===== src/rtl/audio_pkg.sv =====
// audio_pkg: types and constants shared by the I2S ADC receive path.
// Holds the receiver FSM state type and the default sample width/type.
package audio_pkg;

  localparam int DEFAULT_SAMPLE_W = 24;

  typedef logic signed [DEFAULT_SAMPLE_W-1:0] sample_t;

  // Receiver framing states:
  //   IDLE  - waiting for the first word-clock edge after reset
  //   ALIGN - LR edge seen, the next BCLK rise carries the MSB
  //   SHIFT - capturing bits MSB first
  //   DRAIN - word complete, ignoring padding bits until the next LR edge
  typedef enum logic [1:0] {
    IDLE  = 2'd0,
    ALIGN = 2'd1,
    SHIFT = 2'd2,
    DRAIN = 2'd3
  } rx_state_t;

endpackage


===== src/rtl/pin_sync.sv =====
// pin_sync: multi-flop synchronizer for one asynchronous codec pin, plus
// an edge-detect flop holding the synchronized level from the last cycle
// in which en was high. With en tied high, sync & ~prev is a rising edge.
module pin_sync
  import audio_pkg::*;
#(
  parameter int STAGES = 2
) (
  input  logic clk,
  input  logic reset,
  input  logic pin,
  input  logic en,
  output logic sync,
  output logic prev
);

  logic [STAGES-1:0] chain;

  // Shift the raw pin through the synchronizer chain.
  always_ff @(posedge clk) begin
    if (!reset) begin
      chain <= '0;
    end else begin
      chain <= {chain[STAGES-2:0], pin};
    end
  end

  assign sync = chain[STAGES-1];

  // Remember the synchronized level for edge detection.
  always_ff @(posedge clk) begin
    if (!reset) begin
      prev <= 1'b0;
    end else if (en) begin
      prev <= sync;
    end
  end

endmodule


===== src/rtl/i2s_adc_receiver.sv =====
// i2s_adc_receiver: deserializes the WM8731 ADC I2S stream (BCLK,
// ADC_LR_CLK, ADC_DATA) into left/right sample pairs in the clk domain.
//
// Pipeline after the synchronized BCLK rise becomes visible:
//   edge +1 : framing FSM captures the bit / commits the word
//   edge +2 : left word staged, or left+right pair formed
//   edge +3 : pair loaded into the output register (or dropped -> overrun)
//
// Optional build macro: ADC_PEAK_METER_EN adds peak_left/peak_right
// magnitude meters and the peak_clear input.
//
// Output handshake: a pair is transferred on every clk edge where
// sample_valid && sample_ready. While sample_valid is high and
// sample_ready is low, sample_left/sample_right hold steady; a new pair
// arriving in that state is dropped and overrun is set (sticky).
module i2s_adc_receiver
  import audio_pkg::*;
#(
  parameter int SAMPLE_W    = DEFAULT_SAMPLE_W,
  parameter int SYNC_STAGES = 2
) (
  input  logic                clk,
  input  logic                reset,
  input  logic                BCLK,
  input  logic                ADC_LR_CLK,
  input  logic                ADC_DATA,
  output logic [SAMPLE_W-1:0] sample_left,
  output logic [SAMPLE_W-1:0] sample_right,
  output logic                sample_valid,
  input  logic                sample_ready,
  output logic                overrun,
  output logic                frame_err
`ifdef ADC_PEAK_METER_EN
  ,
  output logic [SAMPLE_W-2:0] peak_left,
  output logic [SAMPLE_W-2:0] peak_right,
  input  logic                peak_clear
`endif
);

  localparam int CNT_W = $clog2(SAMPLE_W + 1);
  localparam logic [CNT_W-1:0] LAST_BIT = CNT_W'(SAMPLE_W - 1);

  // ---------------------------------------------------------------
  // Pin synchronization and edge detection
  // ---------------------------------------------------------------
  logic bclk_sync, bclk_prev;
  logic lr_sync, lr_prev;
  logic data_sync, data_prev;
  logic bclk_rise, lr_edge;

  pin_sync #(.STAGES(SYNC_STAGES)) u_bclk_sync (
    .clk   (clk),
    .reset (reset),
    .pin   (BCLK),
    .en    (1'b1),
    .sync  (bclk_sync),
    .prev  (bclk_prev)
  );

  // LR is only looked at on BCLK rises, so its edge flop advances only then;
  // lr_edge therefore compares against the level seen at the previous rise.
  pin_sync #(.STAGES(SYNC_STAGES)) u_lr_sync (
    .clk   (clk),
    .reset (reset),
    .pin   (ADC_LR_CLK),
    .en    (bclk_rise),
    .sync  (lr_sync),
    .prev  (lr_prev)
  );

  // Data shares the BCLK synchronizer depth so bits line up with bclk_rise.
  pin_sync #(.STAGES(SYNC_STAGES)) u_data_sync (
    .clk   (clk),
    .reset (reset),
    .pin   (ADC_DATA),
    .en    (1'b1),
    .sync  (data_sync),
    .prev  (data_prev)
  );

  logic unused_data_prev;
  assign unused_data_prev = data_prev;

  assign bclk_rise = bclk_sync & ~bclk_prev;
  assign lr_edge   = bclk_rise & (lr_sync ^ lr_prev);

  // ---------------------------------------------------------------
  // Framing FSM
  // ---------------------------------------------------------------
  rx_state_t state, state_next;

  logic                capture;     // shift data_sync into the word
  logic                first_bit;   // this capture is the MSB
  logic                take_chan;   // latch new LR level as current channel
  logic                word_commit; // last bit captured this cycle
  logic                word_abort;  // LR edge cut a word short

  logic [SAMPLE_W-1:0] shift_reg;
  logic [SAMPLE_W:0]   shift_ext;
  logic [CNT_W-1:0]    bit_cnt;
  logic                chan;        // 0 = left, 1 = right
  logic                word_done;
  logic                word_chan;
  logic                abort_q;

  // State register.
  always_ff @(posedge clk) begin
    if (!reset) begin
      state <= IDLE;
    end else begin
      state <= state_next;
    end
  end

  // Next-state and per-cycle control decode.
  always_comb begin
    state_next  = state;
    capture     = 1'b0;
    first_bit   = 1'b0;
    take_chan   = 1'b0;
    word_commit = 1'b0;
    word_abort  = 1'b0;
    unique case (state)
      IDLE: begin
        if (lr_edge) begin
          take_chan  = 1'b1;
          state_next = ALIGN;
        end
      end
      ALIGN: begin
        if (bclk_rise) begin
          capture   = 1'b1;
          first_bit = 1'b1;
          if (SAMPLE_W == 1) begin
            word_commit = 1'b1;
            state_next  = DRAIN;
          end else begin
            state_next = SHIFT;
          end
        end
      end
      SHIFT: begin
        if (lr_edge) begin
          word_abort = 1'b1;
          take_chan  = 1'b1;
          state_next = ALIGN;
        end else if (bclk_rise) begin
          capture = 1'b1;
          if (bit_cnt == LAST_BIT) begin
            word_commit = 1'b1;
            state_next  = DRAIN;
          end
        end
      end
      DRAIN: begin
        if (lr_edge) begin
          take_chan  = 1'b1;
          state_next = ALIGN;
        end
      end
      default: begin
        state_next = IDLE;
      end
    endcase
  end

  assign shift_ext = {shift_reg, data_sync};

  // Shift register, bit counter, channel tracking and frame error flag.
  always_ff @(posedge clk) begin
    if (!reset) begin
      shift_reg <= '0;
      bit_cnt   <= '0;
      chan      <= 1'b0;
      word_done <= 1'b0;
      word_chan <= 1'b0;
      abort_q   <= 1'b0;
      frame_err <= 1'b0;
    end else begin
      word_done <= word_commit;
      word_chan <= chan;
      abort_q   <= word_abort;
      if (capture) begin
        shift_reg <= shift_ext[SAMPLE_W-1:0];
        bit_cnt   <= first_bit ? CNT_W'(1) : bit_cnt + CNT_W'(1);
      end
      if (take_chan) begin
        chan    <= lr_sync;
        bit_cnt <= '0;
      end
      if (word_abort) begin
        frame_err <= 1'b1;
      end
    end
  end

  // ---------------------------------------------------------------
  // Left staging and pair formation
  // ---------------------------------------------------------------
  logic [SAMPLE_W-1:0] left_stage;
  logic                left_valid;
  logic [SAMPLE_W-1:0] pair_left;
  logic [SAMPLE_W-1:0] pair_right;
  logic                pair_new;

  // Stage left words; a right word completes a pair only if a left is staged.
  // Any aborted word also drops the staged left so a pair never straddles
  // a framing glitch.
  always_ff @(posedge clk) begin
    if (!reset) begin
      left_stage <= '0;
      left_valid <= 1'b0;
      pair_left  <= '0;
      pair_right <= '0;
      pair_new   <= 1'b0;
    end else begin
      pair_new <= 1'b0;
      if (word_done && !word_chan) begin
        left_stage <= shift_reg;
        left_valid <= 1'b1;
      end else if (word_done && word_chan && left_valid) begin
        pair_left  <= left_stage;
        pair_right <= shift_reg;
        pair_new   <= 1'b1;
        left_valid <= 1'b0;
      end else if (abort_q) begin
        left_valid <= 1'b0;
      end
    end
  end

  // ---------------------------------------------------------------
  // Output register and handshake
  // ---------------------------------------------------------------
  logic load_ok;
  assign load_ok = !sample_valid || sample_ready;

  // Load a new pair when the output slot is free or being drained this cycle.
  always_ff @(posedge clk) begin
    if (!reset) begin
      sample_left  <= '0;
      sample_right <= '0;
      sample_valid <= 1'b0;
      overrun      <= 1'b0;
    end else begin
      if (pair_new) begin
        if (load_ok) begin
          sample_left  <= pair_left;
          sample_right <= pair_right;
          sample_valid <= 1'b1;
        end else begin
          overrun <= 1'b1;
        end
      end else if (sample_valid && sample_ready) begin
        sample_valid <= 1'b0;
      end
    end
  end

`ifdef ADC_PEAK_METER_EN
  // ---------------------------------------------------------------
  // Peak meters
  // ---------------------------------------------------------------
  // Magnitude of a two's complement sample; the most negative value
  // saturates to the largest positive magnitude.
  function automatic logic [SAMPLE_W-2:0] magnitude(input logic [SAMPLE_W-1:0] s);
    logic [SAMPLE_W-1:0] neg;
    neg = -s;
    if (!s[SAMPLE_W-1]) begin
      return s[SAMPLE_W-2:0];
    end else if (s[SAMPLE_W-2:0] == '0) begin
      return '1;
    end else begin
      return neg[SAMPLE_W-2:0];
    end
  endfunction

  logic [SAMPLE_W-2:0] mag_left, mag_right;
  assign mag_left  = magnitude(pair_left);
  assign mag_right = magnitude(pair_right);

  // Track the largest magnitude of accepted pairs; clear wins over update.
  always_ff @(posedge clk) begin
    if (!reset) begin
      peak_left  <= '0;
      peak_right <= '0;
    end else if (peak_clear) begin
      peak_left  <= '0;
      peak_right <= '0;
    end else if (pair_new && load_ok) begin
      if (mag_left > peak_left) begin
        peak_left <= mag_left;
      end
      if (mag_right > peak_right) begin
        peak_right <= mag_right;
      end
    end
  end
`endif

endmodule


===== config.mk =====
export PLATFORM = sky130hd
export DESIGN_NAME = i2s_adc_receiver
export DESIGN_NICKNAME = d
export VERILOG_FILES = /design/src/rtl/audio_pkg.sv /design/src/rtl/pin_sync.sv /design/src/rtl/i2s_adc_receiver.sv
export SDC_FILE = /design/constraint.sdc
export NUM_CORES = 1
export LEC_CHECK = 0
export ABC_AREA = 1
export CAP_MARGIN = 15
export CORE_ASPECT_RATIO = 0.7
export CORE_MARGIN = 1.5
export CORE_UTILIZATION = 45
export DETAILED_ROUTE_END_ITERATION = 7
export DONT_BUFFER_PORTS = 1
export PLACE_DENSITY = 0.68
export REMOVE_ABC_BUFFERS = 1
export SLEW_MARGIN = 20
export SYNTH_ARGS = -nofsm -noshare
export SYNTH_HDL_FRONTEND = slang
export SYNTH_SLANG_ARGS = --single-unit

===== constraint.sdc =====
create_clock -name clk -period 2.5 [get_ports clk]
set_input_delay 0.5 -clock clk [delete_from_list [all_inputs] [get_ports clk]]
set_output_delay 0.5 -clock clk [all_outputs]
set_load 0.02 [all_outputs]

## Yosys cells after proc, flatten, opt, wreduce, memory -nomap -nowiden

Cells that the tools add are included.
Widths: inputs -> output; s select.

| word-level totals | value |
|---|---|
| bits in registers | 168 |
| bits of input ports | 6 |
| output and inout port bits | 51 |
| logic and storage cells | 83 |
| bits in latches | 0 |
| memories kept | 0 |
| RAM bits | 0 |
| memory bits (read-only) | 0 |

| operators by class | value |
|---|---|
| div/mod/pow operators | 0 |
| reductions and logical operators | 20 |
| multipliers | 0 |
| add/subtract/negate cells | 1 |
| shifts and indexed selects | 0 |
| bitwise logic cells | 9 |
| mux-type cells | 22 |
| eq/ne operators | 9 |
| $lt $le $gt $ge | 0 |

Operators with widths:

| cell | number |
|---|---|
| $mux 1 | 14 |
| $mux 2 | 5 |
| $reduce_and 2->1 | 4 |
| $ne 3x3->1 const B | 2 |
| $not 1->1 | 6 |
| $pmux 2 s3 | 1 |
| $reduce_or 2->1 | 3 |
| $add 5x1->5 const B | 1 |
| $eq 5x5->1 const B | 1 |
| $mux 5 | 1 |
| $eq 2x2->1 const B | 2 |
| $logic_and 1x1->1 | 4 |
| $ne 2x1->1 const B | 2 |
| $reduce_and 4->1 | 1 |
| $reduce_or 4->1 | 1 |
| $reduce_bool 3->1 | 1 |
| $reduce_or 3->1 | 1 |
| $and 1x1->1 | 2 |
| $eq 2x1->1 const B | 1 |
| $logic_not 1->1 | 2 |
| $logic_not 2->1 | 1 |
| $ne 2x2->1 const B | 1 |
| $pmux 1 s2 | 1 |
| $reduce_bool 2->1 | 1 |
| 2 further kinds | 2 |

## Depth between registers and ports, before layout

| logic depth | value |
|---|---|
| depth after elaboration | 6 |
| depth in mapped cells | 10 |
| mapped depth without buffers | 9 |

## Cells and area by module

Synthesis repeated with hierarchy kept, for this count alone.

| unflattened totals | value |
|---|---|
| cells, all modules | 770 |
| area total of the unflattened synthesis | 6102.1 um^2 |

Modules (own cells, without submodules):

| module | cells an instance | area an instance (um^2) | instances | seq. area each (um^2) |
|---|---|---|---|---|
| i2s_adc_receiver | 734 | 5813.1 | 1 | 3203.1 |
| pin_sync | 12 | 96.3 | 3 | 60.1 |

## Worst setup path after synthesis

Ideal clock, no wire load.

| timing path | value |
|---|---|
| path kind | register to register |
| start point | reg state[0] |
| end point | reg shift_reg[13] |
| path buffers | 2 |
| setup time | 0.136 ns |
| arrival time | 1.316 ns |
| path slack | 1.048 ns |
| required time | 2.364 ns |
| clock period less this slack | 1.452 ns |
| stages on the path, launching flop included | 9 |
| path through | dfxtp_1 -> inv_1 -> ha_1 -> inv_1 -> nand2_2 -> buf_4 -> buf_2 -> nand3_1 -> a21oi_2 |

| between the ends | value |
|---|---|
| cells in the longest elaborated chain, start to end | 2 |
| elaborated cells on any way between the ends | 3 |
| those cells by class | 2 x eq/ne; 1 x mux |

Ends and longest elaborated chain:

| what | RTL line | RTL |
|---|---|---|
| start, declared | i2s_adc_receiver.sv:91 | `rx_state_t state, state_next;` |
| start signal, assigned | i2s_adc_receiver.sv:112 | `state <= state_next;` |
| $eq 2x2->1 or $eq 2x1->1 (tied branches) | i2s_adc_receiver.sv:124 | `unique case (state)` |
| $pmux 1 s2 (*) | i2s_adc_receiver.sv:124 |  |
| end signal, assigned | i2s_adc_receiver.sv:185 | `shift_reg <= shift_ext[SAMPLE_W-1:0];` |
| end, declared | i2s_adc_receiver.sv:99 | `logic [SAMPLE_W-1:0] shift_reg;` |

Mark *: on every way between the ends. The rest lies on a longest branch, timed or not.
A chain may end at the register's enable or synchronous reset.

## Final worst setup path

| timing path | value |
|---|---|
| start point | reg state[0] |
| end point | reg bit_cnt[3] |

| between the ends | value |
|---|---|
| cells in the longest elaborated chain, start to end | 4 |
| elaborated cells on any way between the ends | 10 |
| those cells by class | 3 x eq/ne; 4 x mux; 3 x reduce/logical |

Ends and longest elaborated chain:

| what | RTL line | RTL |
|---|---|---|
| $eq 2x2->1 or $logic_not 2->1 (tied branches) | i2s_adc_receiver.sv:124 |  |
| $reduce_or 3->1 (no source line) | -- |  |
| $mux 1 | -- |  |
| $reduce_or 2->1 (no source line) | -- |  |
| end signal, assigned | i2s_adc_receiver.sv:186 | `bit_cnt <= first_bit ? CNT_W'(1) : bit_cnt + CNT_W'(1);` |
| end, declared | i2s_adc_receiver.sv:101 | `logic [CNT_W-1:0] bit_cnt;` |

Parallel ways exist; a longest one is shown, timed or not.

==> metrics.csv <==
stage;metric;value;unit
run_status;status;finished clean;
floorplan;pin_count;57;
timing;finalClockSkew;0.00645;ns
synth;yosysSeqAreaShare;54.8;%
clock_tree;cts_buffers;17;
drt;first_pass_iters;4;
timing;maxSlewHeadroom;58.3;%
global_routing;grt_max_degree;91;
synth;ys_ff_latch;168;
setup_path;cp.arrival;2.19;ns
synth;synthDistinctLibCells;27;
timing;tightest_slew;0.623;ns
floorplan;die_w;143;um
cells_and_area;final_common_cell;dfxtp_1;
timing;final-setup-viol-count;0;
drt;finalWirelength;13100;um
drt;wire_per_inst;13.9;um
cells_and_area;area_growth;11.0;%
timing;period_share;73.9;%
setup_path;path_common_cell;inv_1;
timing;min_period;1.85;ns
drt;drt_iter0_drc;253;
power_and_ir_drop;p_leak;2.52;nW
cells_and_area;fillers;1271;
synth;syn_avg_cell_area;7.98;sq um
drt;vias;4876;
setup_path;worst_r2r_endpoint;bit_cnt[3];
cells_and_area;diodes;0;
clock_tree;clockRootBuffer;clkbuf_16;
setup_path;cp_cell_sequence;inv_1 > ha_1 > inv_1 > nand3_2 > nand2_2 > nand2_1 > a21oi_1;
cells_and_area;nNetsFinal;756;
setup_path;end_kind;register;
hold_path;min_to;u_bclk_sync.chain[0];
drt;vias_per_cell;5.18;
floorplan;placementRows;35;
setup_path;crit_type;register to register;
setup_path;slowest_delay;0.48;ns
setup_path;slowest_stage;nand2_2;
clock_tree;clock_latency;0.42;ns
global_routing;antenna_found_initial;0;
synth;synth_top_cell_area_share;54.8;%
clock_tree;clk_path_buf_depth;2;
global_routing;gr-total-overflow;0;
global_routing;grt_pass1_wl;22300;um
cells_and_area;drive_above_1_share;9.91;%
run;maxCapViolCount;0;
clock_tree;htreeDepth;4;
placed_design;port-buffer-count;0;
drt;antenna_left;0;
setup_path;reg2reg_slack;0.65;ns
synth;syn_inst;769;
synth;synth_warnings;0;
timing;fmax;541;MHz
power_and_ir_drop;p_per_area;824;mW/mm^2
setup_path;reg2regPathDepth;7;
synth;yosysTopAreaCell;dfxtp_1;
setup_path;r2r_start;state[0];
setup_path;cp-start-kind;register;
hold_path;min_path_cells;2;
clock_tree;cts_setup_buffers;0;
floorplan;start_util;46.4;%
clock_tree;post_cts_resized;0;
timing;whs;0.178;ns
clock_tree;clkTransAtPathRegs;0.06;ns
clock_tree;numClockSinks;168;
hold_path;worstHoldPathType;primary input to register;
setup_path;required;2.84;ns
setup_path;crit_buf_inv;2;
timing;rsz0062_at_grt;no;
floorplan;fp.coreArea;0.0132;sq mm
synth;netlist_area;0.00614;sq mm
placed_design;place_ws;0.679;ns
clock_tree;cts_tree;yes;
cells_and_area;multi_input_area;0.00238;sq mm
drt;drc;0;
synth;synth_top_flop_cell;dfxtp_1;
setup_path;cp-startpoint;state[0];
synth;synth_edf_count;0;
global_routing;grt_use_total;19.5;%
placed_design;hpwl;8300;um
setup_path;cp_top_family;simple AND/OR/NAND/NOR gates;
floorplan;chipHeight;101;um
cells_and_area;ff_latch_area;0.00336;sq mm
hold_path;hp-start;BCLK;
timing;hold_viol;0;
floorplan;dieArea;0.0144;sq mm
global_routing;grt_pass1_vias;4785;
cells_and_area;final_cell_mix;168 x dfxtp_1, 144 x nor2_1, 95 x nand2_1;
timing;maxSlewViolCount;0;
setup_path;cp_max_fo;29;
synth;synthArstFlopShare;0;%
clock_tree;cts_hold_buf;0;
power_and_ir_drop;peakVddDrop;0.000472;V
placed_design;place_congestion;0.831;
timing;fin_ws;0.653;ns
synth;synth.area.top_cells;dfxtp_1 55%, nor2_1 8.8%, a21oi_1 6.4%, nand3_1 6.4%, o21ai_0 6.1%;
per-layer routing:
| layer | global-route usage, % | routed length (um) |
|---|---|---|
| met4 | 7.53 | 177 |
| met1 | 24.6 | 6240 |
| met5 | 0 | 0 |
| met2 | 32.6 | 6020 |
| met3 | 4.66 | 637 |
final cells by class:
cell class | count | area share (%)
inverter | 34 | 1.87
sequential | 168 | 49.4
tap | 185 | 3.40
multi-input combinational | 512 | 35.0
timing repair buffer | 13 | 1.43
clock buffer | 22 | 7.11
clock inverter | 8 | 1.76
stage by stage:
stage	total power, mW	utilization (%)	cells	TNS (ns)	area (sq um)
6_report	5.61	51.5	942	0	6810
5_1_grt	5.80	51.5	942	0	6810
4_1_cts	5.64	51.5	942	0	6810
3_5_place_dp	2.99	46.9	912	0	6200
3_3_place_gp	2.97	46.9	912	0	6200
2_1_floorplan	2.94	-	714	-0.145	5870
cell usage after synthesis, types with 2 or more instances:
cell type	count
buf_1	4
a21oi_1	79
clkbuf_2	2
ha_1	4
nor2_1	144
a21oi_2	10
inv_1	29
nand2_2	12
buf_4	3
o21ai_1	3
nand3_1	78
buf_6	2
o21ai_0	75
inv_2	5
clkbuf_1	29
nand2_1	96
dfxtp_1	168
nand4_1	3
buf_2	14
nor2_4	2
worst max path at each step:
stage                                to  cells past startpoint
final                        bit_cnt[3]                      7
after floorplan           pair_left[19]                      3
after CTS                    bit_cnt[3]                      7
after global routing         bit_cnt[1]                      8
after global placement       bit_cnt[1]                      8
after detailed placement     bit_cnt[1]                      8
logic make-up (layout without fill, tap and decap cells):
family          count (synthesis)  in the layout  share of synthesized area (%)
xor+xnor                        1              1                          0.143
compound gates                168            168                           14.4
fa+ha+maj                       4              4                          0.816
simple gates                  339            339                           23.5
flops                         168            168                           54.8
buf+inv                        89             77                           6.38
report_power, final:
| group | switching [mW] | internal, mW |
|---|---|---|
| Sequential | 0.0143 | 2.70 |
| Clock | 1.01 | 1.66 |
| Combinational | 0.159 | 0.0668 |
No activity file was read; power rests on OpenSTA's default activity.
